**src/rtl/ysyx_24070016_lsu_if.sv**
```systemverilog
// Bundles the LSU's upstream, memory and write-back handshakes.
// The master modport is the environment side; the slave modport is the LSU.
interface ysyx_24070016_lsu_if #(
  parameter int ADDR_W = 32
);
  logic              in_valid;
  logic              in_ready;
  logic [ADDR_W-1:0] in_alu_result;
  logic [ADDR_W-1:0] in_store_data;
  logic [1:0]        in_mem_op;
  logic [1:0]        in_size;
  logic              in_unsigned;
  logic [4:0]        in_rd;
  logic              in_rd_wen;

  logic              mem_req_valid;
  logic              mem_req_ready;
  logic              mem_req_wen;
  logic [ADDR_W-1:0] mem_req_addr;
  logic [ADDR_W-1:0] mem_req_wdata;
  logic [3:0]        mem_req_wmask;
  logic              mem_rsp_valid;
  logic [ADDR_W-1:0] mem_rsp_rdata;

  logic              out_valid;
  logic              out_ready;
  logic [ADDR_W-1:0] out_wb_data;
  logic [4:0]        out_rd;
  logic              out_rd_wen;
  logic              out_misalign;

  modport master (
    output in_valid, in_alu_result, in_store_data, in_mem_op, in_size,
           in_unsigned, in_rd, in_rd_wen,
    input  in_ready,
    input  mem_req_valid, mem_req_wen, mem_req_addr, mem_req_wdata, mem_req_wmask,
    output mem_req_ready, mem_rsp_valid, mem_rsp_rdata,
    input  out_valid, out_wb_data, out_rd, out_rd_wen, out_misalign,
    output out_ready
  );

  modport slave (
    input  in_valid, in_alu_result, in_store_data, in_mem_op, in_size,
           in_unsigned, in_rd, in_rd_wen,
    output in_ready,
    output mem_req_valid, mem_req_wen, mem_req_addr, mem_req_wdata, mem_req_wmask,
    input  mem_req_ready, mem_rsp_valid, mem_rsp_rdata,
    output out_valid, out_wb_data, out_rd, out_rd_wen, out_misalign,
    input  out_ready
  );
endinterface

```
**src/rtl/ysyx_24070016_lsu.sv**
```systemverilog
// Load/store stage: one memory access per instruction, result handed to write-back.
// Define YSYX_24070016_LSU_MISALIGN_TRAP_EN to flag misaligned accesses instead of issuing them.
module ysyx_24070016_lsu #(
  parameter int ADDR_W = 32
) (
  input logic                clock,
  input logic                reset,
  ysyx_24070016_lsu_if.slave bus
);
  typedef enum logic [1:0] {
    IDLE = 2'd0,
    REQ  = 2'd1,
    WAIT = 2'd2,
    OUT  = 2'd3
  } state_t;

  state_t            state_r;
  state_t            next_s;
  logic              in_ready_r;
  logic              req_valid_r;
  logic              out_valid_r;
  logic [ADDR_W-1:0] addr_r;
  logic              wen_r;
  logic [ADDR_W-1:0] wdata_r;
  logic [3:0]        wmask_r;
  logic [1:0]        size_r;
  logic              uns_r;
  logic [4:0]        rd_r;
  logic              rd_wen_r;
  logic [ADDR_W-1:0] wb_r;
  logic              out_rd_wen_r;
  logic              mis_r;

  logic              accept_s;
  logic              is_mem_s;
  logic              is_store_s;
  logic              trap_s;
  logic [1:0]        off_s;

  function automatic logic [3:0] lane_mask(input logic [1:0] size, input logic [1:0] off);
    logic [3:0] base;
    case (size)
      2'b00:   base = 4'b0001;
      2'b01:   base = 4'b0011;
      default: base = 4'b1111;
    endcase
    return base << off;
  endfunction

  // Bytes shifted out of the top of the word are lost, so misaligned loads truncate.
  function automatic logic [ADDR_W-1:0] load_extract(input logic [ADDR_W-1:0] rdata,
                                                     input logic [1:0] off,
                                                     input logic [1:0] size,
                                                     input logic uns);
    logic [ADDR_W-1:0] r;
    logic [ADDR_W-1:0] res;
    r = rdata >> {off, 3'b000};
    case (size)
      2'b00:   res = uns ? {{(ADDR_W-8){1'b0}}, r[7:0]}   : {{(ADDR_W-8){r[7]}}, r[7:0]};
      2'b01:   res = uns ? {{(ADDR_W-16){1'b0}}, r[15:0]} : {{(ADDR_W-16){r[15]}}, r[15:0]};
      default: res = r;
    endcase
    return res;
  endfunction

  assign off_s      = bus.in_alu_result[1:0];
  assign is_store_s = (bus.in_mem_op == 2'b10);
  assign is_mem_s   = (bus.in_mem_op == 2'b01) || is_store_s;
  assign accept_s   = bus.in_valid && (state_r == IDLE);

`ifdef YSYX_24070016_LSU_MISALIGN_TRAP_EN
  assign trap_s = is_mem_s && (((bus.in_size == 2'b01) && off_s[0]) ||
                               (bus.in_size[1] && (off_s != 2'b00)));
`else
  assign trap_s = 1'b0;
`endif

  // Next-state selection; memory bus inputs only matter in their own states.
  always_comb begin
    next_s = state_r;
    case (state_r)
      IDLE: begin
        if (accept_s) begin
          if (is_mem_s && !trap_s) begin
            next_s = REQ;
          end else begin
            next_s = OUT;
          end
        end else begin
          next_s = IDLE;
        end
      end
      REQ: begin
        if (bus.mem_req_ready) begin
          next_s = WAIT;
        end else begin
          next_s = REQ;
        end
      end
      WAIT: begin
        if (bus.mem_rsp_valid) begin
          next_s = OUT;
        end else begin
          next_s = WAIT;
        end
      end
      OUT: begin
        if (bus.out_ready) begin
          next_s = IDLE;
        end else begin
          next_s = OUT;
        end
      end
      default: next_s = IDLE;
    endcase
  end

  // State, registered handshake flags, captured instruction and write-back result.
  always_ff @(posedge clock) begin
    if (reset) begin
      state_r      <= IDLE;
      in_ready_r   <= 1'b1;
      req_valid_r  <= 1'b0;
      out_valid_r  <= 1'b0;
      addr_r       <= '0;
      wen_r        <= 1'b0;
      wdata_r      <= '0;
      wmask_r      <= 4'b0000;
      size_r       <= 2'b00;
      uns_r        <= 1'b0;
      rd_r         <= 5'd0;
      rd_wen_r     <= 1'b0;
      wb_r         <= '0;
      out_rd_wen_r <= 1'b0;
      mis_r        <= 1'b0;
    end else begin
      state_r     <= next_s;
      in_ready_r  <= (next_s == IDLE);
      req_valid_r <= (next_s == REQ);
      out_valid_r <= (next_s == OUT);
      if (accept_s) begin
        addr_r       <= bus.in_alu_result;
        wen_r        <= is_store_s;
        wdata_r      <= bus.in_store_data << {off_s, 3'b000};
        wmask_r      <= is_store_s ? lane_mask(bus.in_size, off_s) : 4'b0000;
        size_r       <= bus.in_size;
        uns_r        <= bus.in_unsigned;
        rd_r         <= bus.in_rd;
        rd_wen_r     <= bus.in_rd_wen;
        // Memory ops overwrite these on the response; traps keep the address.
        wb_r         <= bus.in_alu_result;
        out_rd_wen_r <= is_mem_s ? 1'b0 : bus.in_rd_wen;
        mis_r        <= trap_s;
      end else if ((state_r == WAIT) && bus.mem_rsp_valid) begin
        wb_r         <= wen_r ? '0 : load_extract(bus.mem_rsp_rdata, addr_r[1:0], size_r, uns_r);
        out_rd_wen_r <= wen_r ? 1'b0 : rd_wen_r;
      end
    end
  end

  assign bus.in_ready      = in_ready_r;
  assign bus.mem_req_valid = req_valid_r;
  assign bus.mem_req_wen   = wen_r;
  assign bus.mem_req_addr  = addr_r;
  assign bus.mem_req_wdata = wdata_r;
  assign bus.mem_req_wmask = wmask_r;
  assign bus.out_valid     = out_valid_r;
  assign bus.out_wb_data   = wb_r;
  assign bus.out_rd        = rd_r;
  assign bus.out_rd_wen    = out_rd_wen_r;
  assign bus.out_misalign  = mis_r;
endmodule

```
**src/flat_wrapper.sv**
```systemverilog
// flat-port wrapper written by rule: the top's interface ports become plain ports
module ysyx_24070016_lsu_flat 
#(
  parameter int ADDR_W = 32
)
  (clock, reset, bus_in_valid, bus_in_alu_result, bus_in_store_data, bus_in_mem_op, bus_in_size, bus_in_unsigned, bus_in_rd, bus_in_rd_wen, bus_in_ready, bus_mem_req_valid, bus_mem_req_wen, bus_mem_req_addr, bus_mem_req_wdata, bus_mem_req_wmask, bus_mem_req_ready, bus_mem_rsp_valid, bus_mem_rsp_rdata, bus_out_valid, bus_out_wb_data, bus_out_rd, bus_out_rd_wen, bus_out_misalign, bus_out_ready);
  ysyx_24070016_lsu_if #(.ADDR_W(ADDR_W)) bus_i ();
  input logic clock;
  input logic reset;
  input wire logic [$bits(bus_i.in_valid)-1:0] bus_in_valid;
  input wire logic [$bits(bus_i.in_alu_result)-1:0] bus_in_alu_result;
  input wire logic [$bits(bus_i.in_store_data)-1:0] bus_in_store_data;
  input wire logic [$bits(bus_i.in_mem_op)-1:0] bus_in_mem_op;
  input wire logic [$bits(bus_i.in_size)-1:0] bus_in_size;
  input wire logic [$bits(bus_i.in_unsigned)-1:0] bus_in_unsigned;
  input wire logic [$bits(bus_i.in_rd)-1:0] bus_in_rd;
  input wire logic [$bits(bus_i.in_rd_wen)-1:0] bus_in_rd_wen;
  output wire logic [$bits(bus_i.in_ready)-1:0] bus_in_ready;
  output wire logic [$bits(bus_i.mem_req_valid)-1:0] bus_mem_req_valid;
  output wire logic [$bits(bus_i.mem_req_wen)-1:0] bus_mem_req_wen;
  output wire logic [$bits(bus_i.mem_req_addr)-1:0] bus_mem_req_addr;
  output wire logic [$bits(bus_i.mem_req_wdata)-1:0] bus_mem_req_wdata;
  output wire logic [$bits(bus_i.mem_req_wmask)-1:0] bus_mem_req_wmask;
  input wire logic [$bits(bus_i.mem_req_ready)-1:0] bus_mem_req_ready;
  input wire logic [$bits(bus_i.mem_rsp_valid)-1:0] bus_mem_rsp_valid;
  input wire logic [$bits(bus_i.mem_rsp_rdata)-1:0] bus_mem_rsp_rdata;
  output wire logic [$bits(bus_i.out_valid)-1:0] bus_out_valid;
  output wire logic [$bits(bus_i.out_wb_data)-1:0] bus_out_wb_data;
  output wire logic [$bits(bus_i.out_rd)-1:0] bus_out_rd;
  output wire logic [$bits(bus_i.out_rd_wen)-1:0] bus_out_rd_wen;
  output wire logic [$bits(bus_i.out_misalign)-1:0] bus_out_misalign;
  input wire logic [$bits(bus_i.out_ready)-1:0] bus_out_ready;
  assign bus_i.in_valid = bus_in_valid;
  assign bus_i.in_alu_result = bus_in_alu_result;
  assign bus_i.in_store_data = bus_in_store_data;
  assign bus_i.in_mem_op = bus_in_mem_op;
  assign bus_i.in_size = bus_in_size;
  assign bus_i.in_unsigned = bus_in_unsigned;
  assign bus_i.in_rd = bus_in_rd;
  assign bus_i.in_rd_wen = bus_in_rd_wen;
  assign bus_in_ready = bus_i.in_ready;
  assign bus_mem_req_valid = bus_i.mem_req_valid;
  assign bus_mem_req_wen = bus_i.mem_req_wen;
  assign bus_mem_req_addr = bus_i.mem_req_addr;
  assign bus_mem_req_wdata = bus_i.mem_req_wdata;
  assign bus_mem_req_wmask = bus_i.mem_req_wmask;
  assign bus_i.mem_req_ready = bus_mem_req_ready;
  assign bus_i.mem_rsp_valid = bus_mem_rsp_valid;
  assign bus_i.mem_rsp_rdata = bus_mem_rsp_rdata;
  assign bus_out_valid = bus_i.out_valid;
  assign bus_out_wb_data = bus_i.out_wb_data;
  assign bus_out_rd = bus_i.out_rd;
  assign bus_out_rd_wen = bus_i.out_rd_wen;
  assign bus_out_misalign = bus_i.out_misalign;
  assign bus_i.out_ready = bus_out_ready;
  ysyx_24070016_lsu #(.ADDR_W(ADDR_W)) u_core (.clock(clock), .reset(reset), .bus(bus_i));
endmodule
```
**config.mk**
```make
export PLATFORM = sky130hd
export DESIGN_NAME = ysyx_24070016_lsu_flat
export DESIGN_NICKNAME = d
export VERILOG_FILES = /design/src/rtl/ysyx_24070016_lsu_if.sv /design/src/rtl/ysyx_24070016_lsu.sv /design/src/flat_wrapper.sv
export SDC_FILE = /design/constraint.sdc
export NUM_CORES = 1
export LEC_CHECK = 0
export CAP_MARGIN = 20
export CORE_ASPECT_RATIO = 0.7
export CORE_MARGIN = 3
export CORE_UTILIZATION = 43
export CTS_CLUSTER_DIAMETER = 40
export DETAILED_ROUTE_END_ITERATION = 7
export HOLD_SLACK_MARGIN = 0.08
export PLACE_DENSITY = 0.8
export SYNTH_ARGS = -nofsm -noshare
export SYNTH_HDL_FRONTEND = slang
export SYNTH_SLANG_ARGS = --single-unit
```
**constraint.sdc**
```tcl
create_clock -name clock -period 2 [get_ports clock]
set_input_delay 0.4 -clock clock [delete_from_list [all_inputs] [get_ports clock]]
set_output_delay 0.4 -clock clock [all_outputs]
set_load 0.005 [all_outputs]
```
Yosys cells after proc, flatten, opt, wreduce, memory -nomap -nowiden
Cells that the tools add are included.
{"block": "totals", "regBits": 116, "inputBits": 113, "word_cells": 54}
{"block": "op_classes", "eq_ne": 9, "n_shift": 3, "mux": 20, "n_reduce_logical": 8}
{"op": "$mux W32", "n": 5}
{"op": "$pmux W32 S2", "n": 1}
{"op": "$shl A32 B5 Y32", "n": 1}
{"op": "$shr A32 B5 Y32", "n": 1}
{"op": "$mux W4", "n": 3}
{"op": "$eq A2 B1 Y1 const B", "n": 5}
{"op": "$eq A2 B2 Y1 const B", "n": 4}
{"op": "$logic_not A2 Y1", "n": 4}
{"op": "$mux W2", "n": 4}
{"op": "$pmux W2 S4", "n": 1}
{"op": "$pmux W4 S2", "n": 1}
{"op": "$mux W1", "n": 5}
{"op": "$shl A4 B2 Y4", "n": 1}
{"op": "$logic_and A1 B1 Y1", "n": 2}
{"op": "$reduce_bool A2 Y1", "n": 1}
{"op": "$logic_or A1 B1 Y1", "n": 1}

Depth between registers and ports, before layout
Gate-level depths: netlist of run 1.
{"block": "logic_depth", "ltp_word": 6, "mapped_depth": 6, "ltp_nobuf": 6}

Worst setup path before layout of run 1
OpenSTA, ideal clock, no wires.
{"block": "synth_timing", "kind": "register to register", "start": "reg u_core.addr_r[1], in the netlist u_core.bus.mem_req_addr[1]", "end": "reg u_core.wb_r[4], in the netlist u_core.bus.out_wb_data[4]", "setup_time_ns": 0.128, "arrival_ns": 1.510, "required_ns": 1.872, "path_slack_ns": 0.363, "stages_incl_launch_ff": 7, "synth_period_minus_slack_ns": 1.637, "path_cell_list": "dfxtp_1 > buf_2 > buf_4 > mux2i_1 > mux2i_1 > a222oi_1 > nor2_1"}
{"block": "synth_between", "elab_chain_cells": 6, "word_cells_on_any_way": 7, "classes_between": "shift (1); mux (6)"}
{"element": "start: declaration", "line": "ysyx_24070016_lsu.sv:22", "source": "logic [ADDR_W-1:0] addr_r;"}
{"element": "start signal: assignment", "line": "ysyx_24070016_lsu.sv:142", "source": "addr_r <= bus.in_alu_result;"}
{"element": "$shr A32 B5 Y32 *", "line": "ysyx_24070016_lsu.sv:57", "source": "r = rdata >> {off, 3'b000};"}
{"element": "$mux W32 (on tied branches)", "line": "ysyx_24070016_lsu.sv:60, ysyx_24070016_lsu.sv:59"}
{"element": "$pmux W32 S2 *", "line": "ysyx_24070016_lsu.sv:58", "source": "case (size)"}
{"element": "$mux W32 *", "line": "ysyx_24070016_lsu.sv:155", "source": "wb_r <= wen_r ? '0 : load_extract(bus.mem_rsp_rdata, addr_r[1:0], size_r, uns_r);"}
{"element": "$mux W32 *", "line": "ysyx_24070016_lsu.sv:154", "source": "end else if ((state_r == WAIT) && bus.mem_rsp_valid) begin"}
{"element": "$mux W32 *", "line": "ysyx_24070016_lsu.sv:141", "source": "if (accept_s) begin"}
{"element": "end signal: assignment", "line": "ysyx_24070016_lsu.sv:151", "source": "wb_r <= bus.in_alu_result;"}
{"element": "end signal: assignment", "line": "ysyx_24070016_lsu.sv:155"}
{"element": "end: declaration", "line": "ysyx_24070016_lsu.sv:30", "source": "logic [ADDR_W-1:0] wb_r;"}
Every way passes the cells marked *; elsewhere a longest branch is shown, timed or not. The select of a mux whose other input is x is not followed.
A chain may end at the register's enable or synchronous reset.

Worst setup path after layout of run 1
{"block": "layout_timing", "start": "reg u_core.addr_r[0], in the netlist u_core.bus.mem_req_addr[0]", "end": "out bus_mem_req_addr[0]"}
{"element": "end: declaration", "line": "flat_wrapper.sv:21", "source": "output wire logic [$bits(bus_i.mem_req_addr)-1:0] bus_mem_req_addr;"}
No word-level cell between the ends.

==> flow_summary.ini, run 1 <==
[run_status]
outcome = finished clean

[layout]
design.final.nets = 975
final_area_um2 = 8580
final.fill_count = 873
layout_cells_sized_above_1 = 0.104
flow.area_growth_from_synthesis_pct = 63.1

[synthesis]
async_flop_share = 0
synth-edff-count = 0
syn-mean-instance-area_um2 = 8.35
synthesis.area_um2 = 5260
yosysWarnings = 0
synth.area.top_cells = sky130_fd_sc_hd__dfxtp_1, sky130_fd_sc_hd__nand2_1, sky130_fd_sc_hd__mux2i_1
post_synth_mux_area_share = 0.113
ys_seq_area_frac = 0.441
synthXorXnorAreaFrac = 0.00166
post_synth_and_or_nand_nor_area_fraction = 0.177
count_of_mapped_cells_out_of_synthesis = 630
netlist.area_leader.share = 0.441
post_syn_nets = 744
yosys_reg_bits = 116
synth_top_family_by_area = compound AO/OA/AOI/OAI gates
post-synth-top-area-cell = sky130_fd_sc_hd__dfxtp_1
synth_ff_type = sky130_fd_sc_hd__dfxtp_1
synth_adder_area_share = 0.00238
synth.lib_cells_used.distinct = 45
synth_compound_area_frac = 0.209

[worst_setup_path]
register_to_register_path_depth = 5
crit_type = flip-flop to output port
setup_slack_reg_to_reg_ps = 170
crit_arrival_ps = 1510
reg2reg_from = u_core.bus.mem_req_addr[1]
crit_path_start_kind = flip-flop
worst_r2r_endpoint = u_core.bus.out_wb_data[1]
critPathCaptureType = output port
cp_max_fo = 13
timing.critical_path.required_ps = 1600

[placed_design]
count_of_buffers_inserted_at_the_top_level_ports = 222
dpl.hpwl_mm = 14.9
preCtsSetupSlack_ps = -123
routabilityCongestion = 0.950
placed_cell_area_um2 = 7910

[global_routing]
grt_remaining_overflow = 0
vias_in_the_first_global_route = 5741
grt_first_pass_wirelength_mm = 31.3
grt_max_degree = 58
track_usage = 0.284
grt_antenna_before_repair = 0

[floorplanning]
die_w_um = 138
dieHeight_um = 98.6
floorplan.die_area_um2 = 13600
num_io_pins = 224
core_area_um2 = 11800
fp-row-count = 33
floorplan.initialDensity = 0.446

[pwr]
power.density_nw_per_um2 = 898
power.static_leakage_nw = 3.23
power.ir.vdd_worst_uv = 714

[detailed_routing]
final_antenna_net_count = 0
drt-wirelength-per-cell_um = 19.2
postRouteWirelength_mm = 19.7
first_iter_violations = 592
number_of_vias_in_the_routed_layout = 5779
drc = 0
drtPass1Iterations = 6
post_drt_via_cell_ratio = 5.61

[sta]
final.setup.tns_ps = 0
timing_max_transition_violations_final = 0
hold_viol = 0
worst_slew_pin_slew_ps = 747
finalClockSkew_ps = 5.98
layout_worst_path_cycle_share = 0.954
setup_viol_count_final = 0
fmax_mhz = 524
unrepaired_setup_endpoints_after_global_routing = false
period_minus_slack_ps = 1910
maxSlewHeadroom = 0.499
fin_ws_ps = 91.4

[clock_network]
cts.sink_count = 116
cts-root-buf = sky130_fd_sc_hd__clkbuf_16
cells_resized_by_post_cts_repair = 0
clock_insertion_delay_worst_skew_ps = 410
clock_tree_from_tritoncts = done
htree_num_levels = 4
cts.hold.buffers_added = 0
cts.reportedPaths.clkPinSlew_ps = 50
tritoncts.num_buffers = 17
cts_max_path_buffers = 2
cts_setup_buffers = 0

[worst_hold_path]
worstHoldEndpoint = u_core.bus.mem_req_wmask[2]
holdCritPathClass = flip-flop to flip-flop
min_delay_path_depth = 2
worst_hold_startpoint = u_core.bus.mem_req_wmask[2]

[job]
max-cap-violations = 0
## cell type report
type                    instances  area, µm²  area share
multi-input cells             448       2660       0.310
well taps                     157        196      0.0229
clock buffers                  22        474      0.0552
flip-flops and latches        116       2320       0.271
diodes                          1       2.50    0.000292
clock inverters                 9        175      0.0204
repair buffers                267       2710       0.316
inverters                      11       41.3     0.00481
## cell usage in the layout (no fill, tap or decap), types with 2 or more instances in the layout
cell / n
sky130_fd_sc_hd__o21ai_0: 8
sky130_fd_sc_hd__o211ai_1: 8
sky130_fd_sc_hd__dfxtp_1: 115
sky130_fd_sc_hd__a211oi_1: 9
sky130_fd_sc_hd__a21oi_1: 89
sky130_fd_sc_hd__a222oi_1: 8
sky130_fd_sc_hd__o221ai_1: 8
sky130_fd_sc_hd__nor3_1: 11
sky130_fd_sc_hd__clkbuf_16: 18
sky130_fd_sc_hd__mux2i_1: 45
sky130_fd_sc_hd__a22oi_1: 9
sky130_fd_sc_hd__clkinv_2: 2
sky130_fd_sc_hd__inv_1: 11
sky130_fd_sc_hd__mux2_2: 11
sky130_fd_sc_hd__a21boi_0: 9
sky130_fd_sc_hd__o32ai_1: 7
sky130_fd_sc_hd__nor2_1: 42
sky130_fd_sc_hd__nand3_1: 19
sky130_fd_sc_hd__a21o_1: 2
sky130_fd_sc_hd__clkinvlp_4: 2
sky130_fd_sc_hd__bufinv_16: 5
sky130_fd_sc_hd__buf_4: 34
sky130_fd_sc_hd__nand2b_1: 4
sky130_fd_sc_hd__clkbuf_1: 2
sky130_fd_sc_hd__nor3b_1: 8
sky130_fd_sc_hd__a221oi_1: 7
sky130_fd_sc_hd__clkbuf_8: 3
sky130_fd_sc_hd__clkdlybuf4s50_1: 221
sky130_fd_sc_hd__nor2b_1: 2
sky130_fd_sc_hd__nand2_1: 123
sky130_fd_sc_hd__buf_12: 11
## logic make-up after synthesis
group                    Yosys count
buffers and inverters             66
multiplexers                      57
XOR/XNOR                           1
flip-flops                       116
adder cells (fa/ha/maj)            1
AO/OA/AOI/OAI                    172
AND/OR/NAND/NOR                  216
other                              1
## power breakdown
| part | internal (mW) | switching (mW) |
|---|---|---|
| Combinational | 0.945 | 0.785 |
| Clock | 2.30 | 1.04 |
| Sequential | 2.52 | 0.129 |
| Total | 5.76 | 1.95 |
## cells in the mapped netlist (2+ instances only)
master and count:
sky130_fd_sc_hd__a21boi_0 9, sky130_fd_sc_hd__nor3_1 11, sky130_fd_sc_hd__nand2b_1 4, sky130_fd_sc_hd__clkbuf_1 29, sky130_fd_sc_hd__a22oi_1 9, sky130_fd_sc_hd__buf_1 5
sky130_fd_sc_hd__o21ai_0 8, sky130_fd_sc_hd__nor2_1 42, sky130_fd_sc_hd__nor2b_1 2, sky130_fd_sc_hd__nand2_1 123, sky130_fd_sc_hd__a211oi_1 9, sky130_fd_sc_hd__mux2_2 11
sky130_fd_sc_hd__buf_2 16, sky130_fd_sc_hd__a221oi_1 7, sky130_fd_sc_hd__buf_4 4, sky130_fd_sc_hd__a21o_1 2, sky130_fd_sc_hd__nor3b_1 9, sky130_fd_sc_hd__dfxtp_1 116
sky130_fd_sc_hd__o211ai_1 8, sky130_fd_sc_hd__o32ai_1 7, sky130_fd_sc_hd__mux2i_1 45, sky130_fd_sc_hd__a21oi_1 89, sky130_fd_sc_hd__inv_1 11, sky130_fd_sc_hd__a222oi_1 8
sky130_fd_sc_hd__nand3_1 19, sky130_fd_sc_hd__o221ai_1 8
## worst max-delay path by stage
| stage | from | end | slack (ps) | cells after the start |
|---|---|---|---|---|
| finish | u_core.bus.mem_req_addr[0] | bus_mem_req_addr[0] | 90 | 2 |
| global route | u_core.bus.mem_req_addr[1] | u_core.bus.out_wb_data[2] | 40 | 5 |
| CTS | u_core.bus.mem_req_addr[0] | bus_mem_req_addr[0] | 20 | 2 |
| detailed placement | bus_in_valid | u_core.bus.mem_req_wdata[18] | -120 | 6 |
| global placement | bus_mem_rsp_valid | u_core.bus.out_wb_data[19] | -40 | 5 |
| floorplan | u_core.bus.mem_req_addr[1] | u_core.bus.out_wb_data[4] | 360 | 6 |
## worst max-delay path, stage by stage (launching register included)
cell and delay (ps):
sky130_fd_sc_hd__dfxtp_2 400, sky130_fd_sc_hd__buf_12 170, sky130_fd_sc_hd__clkdlybuf4s50_1 540
## per-layer routing
layer / part of all wire / vias up / global-route usage
met2: 0.45 / 275 / 0.439
met4: 0.014 / 0 / 0.0790
met1: 0.45 / 2765 / 0.392
met5: 0 / - / 0
met3: 0.088 / 28 / 0.0815
li1: - / 2711 / -
## flip-flops by register name, indices dropped and copies added (netlist names)
register                  cells
u_core.state_r                2
u_core.bus.in_ready           1
u_core.size_r                 2
u_core.bus.out_rd_wen         1
u_core.rd_wen_r               1
u_core.bus.mem_req_wdata     32
u_core.bus.out_rd             5
u_core.bus.mem_req_wen        1
u_core.bus.out_wb_data       32
u_core.bus.mem_req_wmask      4
u_core.bus.mem_req_addr      32
u_core.bus.out_valid          1
u_core.uns_r                  1
u_core.bus.mem_req_valid      1
## metrics by stage
stage,power [mW],hold WS [ps],instances,util
6_report,7.71,452,1031,0.727
5_1_grt,8.01,470,1030,0.727
4_1_cts,7.72,443,1029,0.724
3_5_place_dp,4.39,445,998,0.669
3_3_place_gp,4.34,439,998,0.669
2_1_floorplan,3.37,432,630,-
Power figures use the tool's default switching activity.
==> run 2, diff against run 1 <==
CORE_UTILIZATION = 44   (was 43)
CTS_BUF_LIST = sky130_fd_sc_hd__clkbuf_8   (was not set)
PLACE_DENSITY = 0.82   (was 0.8)
==> run 2 against run 1 <==
  * Clock power decreased by 23%
  * First-iteration DRC count decreased by 27%
  * Core utilization up 0.24 points
  * Sequential power hardly changed
  * Cell area down 3.7%
  * Setup slack lost 23 ps
  * Wire length shrank 1.9%
  * Critical path depth down 1
  * Global-route usage up 0.33 points
  * Sequential cell count unchanged
  * Die area is 2.2% lower
  * Largest cell class is now multi-input gates
==> flow_summary.ini, run 2 (synthesized netlist as in run 1, its figures left out) <==
[layout]
final.fill_count = 867
design.final.nets = 967
layout_common_cells = sky130_fd_sc_hd__clkdlybuf4s50_1, sky130_fd_sc_hd__nand2_1, sky130_fd_sc_hd__dfxtp_1, sky130_fd_sc_hd__a21oi_1, sky130_fd_sc_hd__mux2i_1
fin_cells = 1018
most_common_library_cell_in_the_layout_ignoring_fill_and_taps = sky130_fd_sc_hd__clkdlybuf4s50_1
flow.area_growth_from_synthesis_pct = 57.0
layout_cells_sized_above_1 = 0.0971
final_core_util = 0.729
antenna_cells = 0

[clock_network]
cts.sink_count = 116
cts.reportedPaths.clkPinSlew_ps = 70
clock_insertion_delay_worst_skew_ps = 430
cts_max_path_buffers = 2
htree_num_levels = 4
clock_tree_from_tritoncts = done
tritoncts.num_buffers = 17
cts-root-buf = sky130_fd_sc_hd__clkbuf_8

[global_routing]
grt_first_pass_wirelength_mm = 30.1
grt_remaining_overflow = 0
grt_antenna_before_repair = 0
track_usage = 0.287
vias_in_the_first_global_route = 5552
grt_max_degree = 43

[worst_setup_path]
critical_path.cell_chain = clkdlybuf4s50_1
max_stage_delay_ps = 590
crit_path_start_kind = flip-flop
crit_type = flip-flop to output port
reg2reg_from = u_core.bus.mem_req_addr[1]
kind_of_cell_with_the_highest_combined_delay_on_the_critical_path = buffers and inverters
timing.critical_path.required_ps = 1600
register_to_register_path_depth = 5
crit_buf_inv = 1
crit_arrival_ps = 1530
timing.critical_path.to = bus_mem_req_addr[1]
worst_r2r_endpoint = u_core.bus.out_wb_data[3]
cp_max_fo = 8
worst_setup_path_startpoint = u_core.bus.mem_req_addr[1]
crit_cells = 1
critPathCaptureType = output port
cpMaxStageDelayCell = sky130_fd_sc_hd__clkdlybuf4s50_1
setup_slack_reg_to_reg_ps = 120

[pwr]
power.ir.vdd_worst_uv = 527
power.static_leakage_nw = 3.09
power.density_nw_per_um2 = 832
design_power_total_mw = 6.87

[run_status]
outcome = finished clean

[floorplanning]
dieHeight_um = 97.5
floorplan.die_area_um2 = 13300
core_area_um2 = 11300
die_w_um = 137
num_io_pins = 224
floorplan.initialDensity = 0.464
fp-row-count = 32

[sta]
maxSlewHeadroom = 0.488
setup_viol_count_final = 0
finalClockSkew_ps = 9.61
worst_slew_pin_slew_ps = 762
fmax_mhz = 518
period_minus_slack_ps = 1930
unrepaired_setup_endpoints_after_global_routing = false
layout_worst_path_cycle_share = 0.966
timing_max_transition_violations_final = 0
hold_viol = 0

[detailed_routing]
postRouteWirelength_mm = 19.4
first_iter_violations = 435
drc = 0
number_of_vias_in_the_routed_layout = 5664
post_drt_via_cell_ratio = 5.56
final_antenna_net_count = 0
drt-wirelength-per-cell_um = 19.0
drtPass1Iterations = 6

[worst_hold_path]
holdCritPathClass = primary input to flip-flop

[placed_design]
dpl.hpwl_mm = 14.5
routabilityCongestion = 0.949
count_of_buffers_inserted_at_the_top_level_ports = 222
placed_cells = 987

[job]
max-cap-violations = 0
==> run 2: cell count changes in the layout (fill, tap and decap cells not counted) <==
cell                        change
sky130_fd_sc_hd__diode_2        -1
sky130_fd_sc_hd__buf_4          -2
sky130_fd_sc_hd__clkbuf_1       -2
sky130_fd_sc_hd__inv_1          +1
sky130_fd_sc_hd__clkbuf_16     -18
sky130_fd_sc_hd__clkbuf_8      +19
sky130_fd_sc_hd__clkinv_2       -1
sky130_fd_sc_hd__buf_12         -5
==> run 2: how the worst min path moves through the flow <==
stage / start / end / slack, ps / cells past startpoint
6_report: reset / u_core.bus.out_wb_data[15] / 370 / 3
5_1_grt: reset / u_core.bus.out_wb_data[15] / 340 / 3
4_1_cts: reset / u_core.bus.out_wb_data[15] / 330 / 3
3_5_place_dp: u_core.bus.mem_req_wmask[2] / u_core.bus.mem_req_wmask[2] / 450 / 2
3_3_place_gp: u_core.rd_wen_r / u_core.rd_wen_r / 440 / 2
2_1_floorplan: u_core.rd_wen_r / u_core.rd_wen_r / 430 / 2
==> run 2: worst reg2reg max path: stages (launching register included) <==
cell	delay, ps
sky130_fd_sc_hd__dfxtp_1	520
sky130_fd_sc_hd__buf_4	350
sky130_fd_sc_hd__mux2i_1	300
sky130_fd_sc_hd__mux2i_1	140
sky130_fd_sc_hd__a222oi_1	350
sky130_fd_sc_hd__nor2_1	90
==> run 2: metrics by stage <==
| step | hold slack (ps) | instance area (µm²) | setup TNS, ps | setup slack, ps |
|---|---|---|---|---|
| after floorplan | 432 | 5260 | 0 | 363 |
| after global placement | 438 | 7780 | -521 | -71.7 |
| after detailed placement | 445 | 7780 | -3200 | -124 |
| after CTS | 335 | 8260 | 0 | 53.2 |
| after global routing | 344 | 8260 | 0 | 13.2 |
| final | 366 | 8260 | 0 | 67.9 |
==> run 2: cell type report <==
type	instances	area (µm²)	share of cell area
clock inverter	9	174	0.0210
timing repair buffer	259	2570	0.311
clock buffer	22	303	0.0366
tap	153	191	0.0232
multi-input combinational	448	2660	0.322
inverter	11	41.3	0.00500
sequential	116	2320	0.281
==> run 2: where the power goes <==
group	internal (mW)	total (mW)	leakage [nW]	switching, mW
clock	1.64	2.58	0.238	0.939
combinational	0.893	1.64	1.90	0.748
sequential	2.51	2.65	0.951	0.139
==> run 2: per-layer routing <==
metal	part of all wire	wire, µm	GRT usage
met1	0.43	8390	0.391
met2	0.46	8870	0.446
met3	0.096	1860	0.0751
met4	0.013	261	0.0868
met5	0	0	0
==> run 2: what timing repair did <==
action	in CTS	in global routing
setup endpoints to repair	1	0
hold endpoints to repair	0	0
resized for setup	1	0
hold buffers	0	0
buffers inserted	0	0
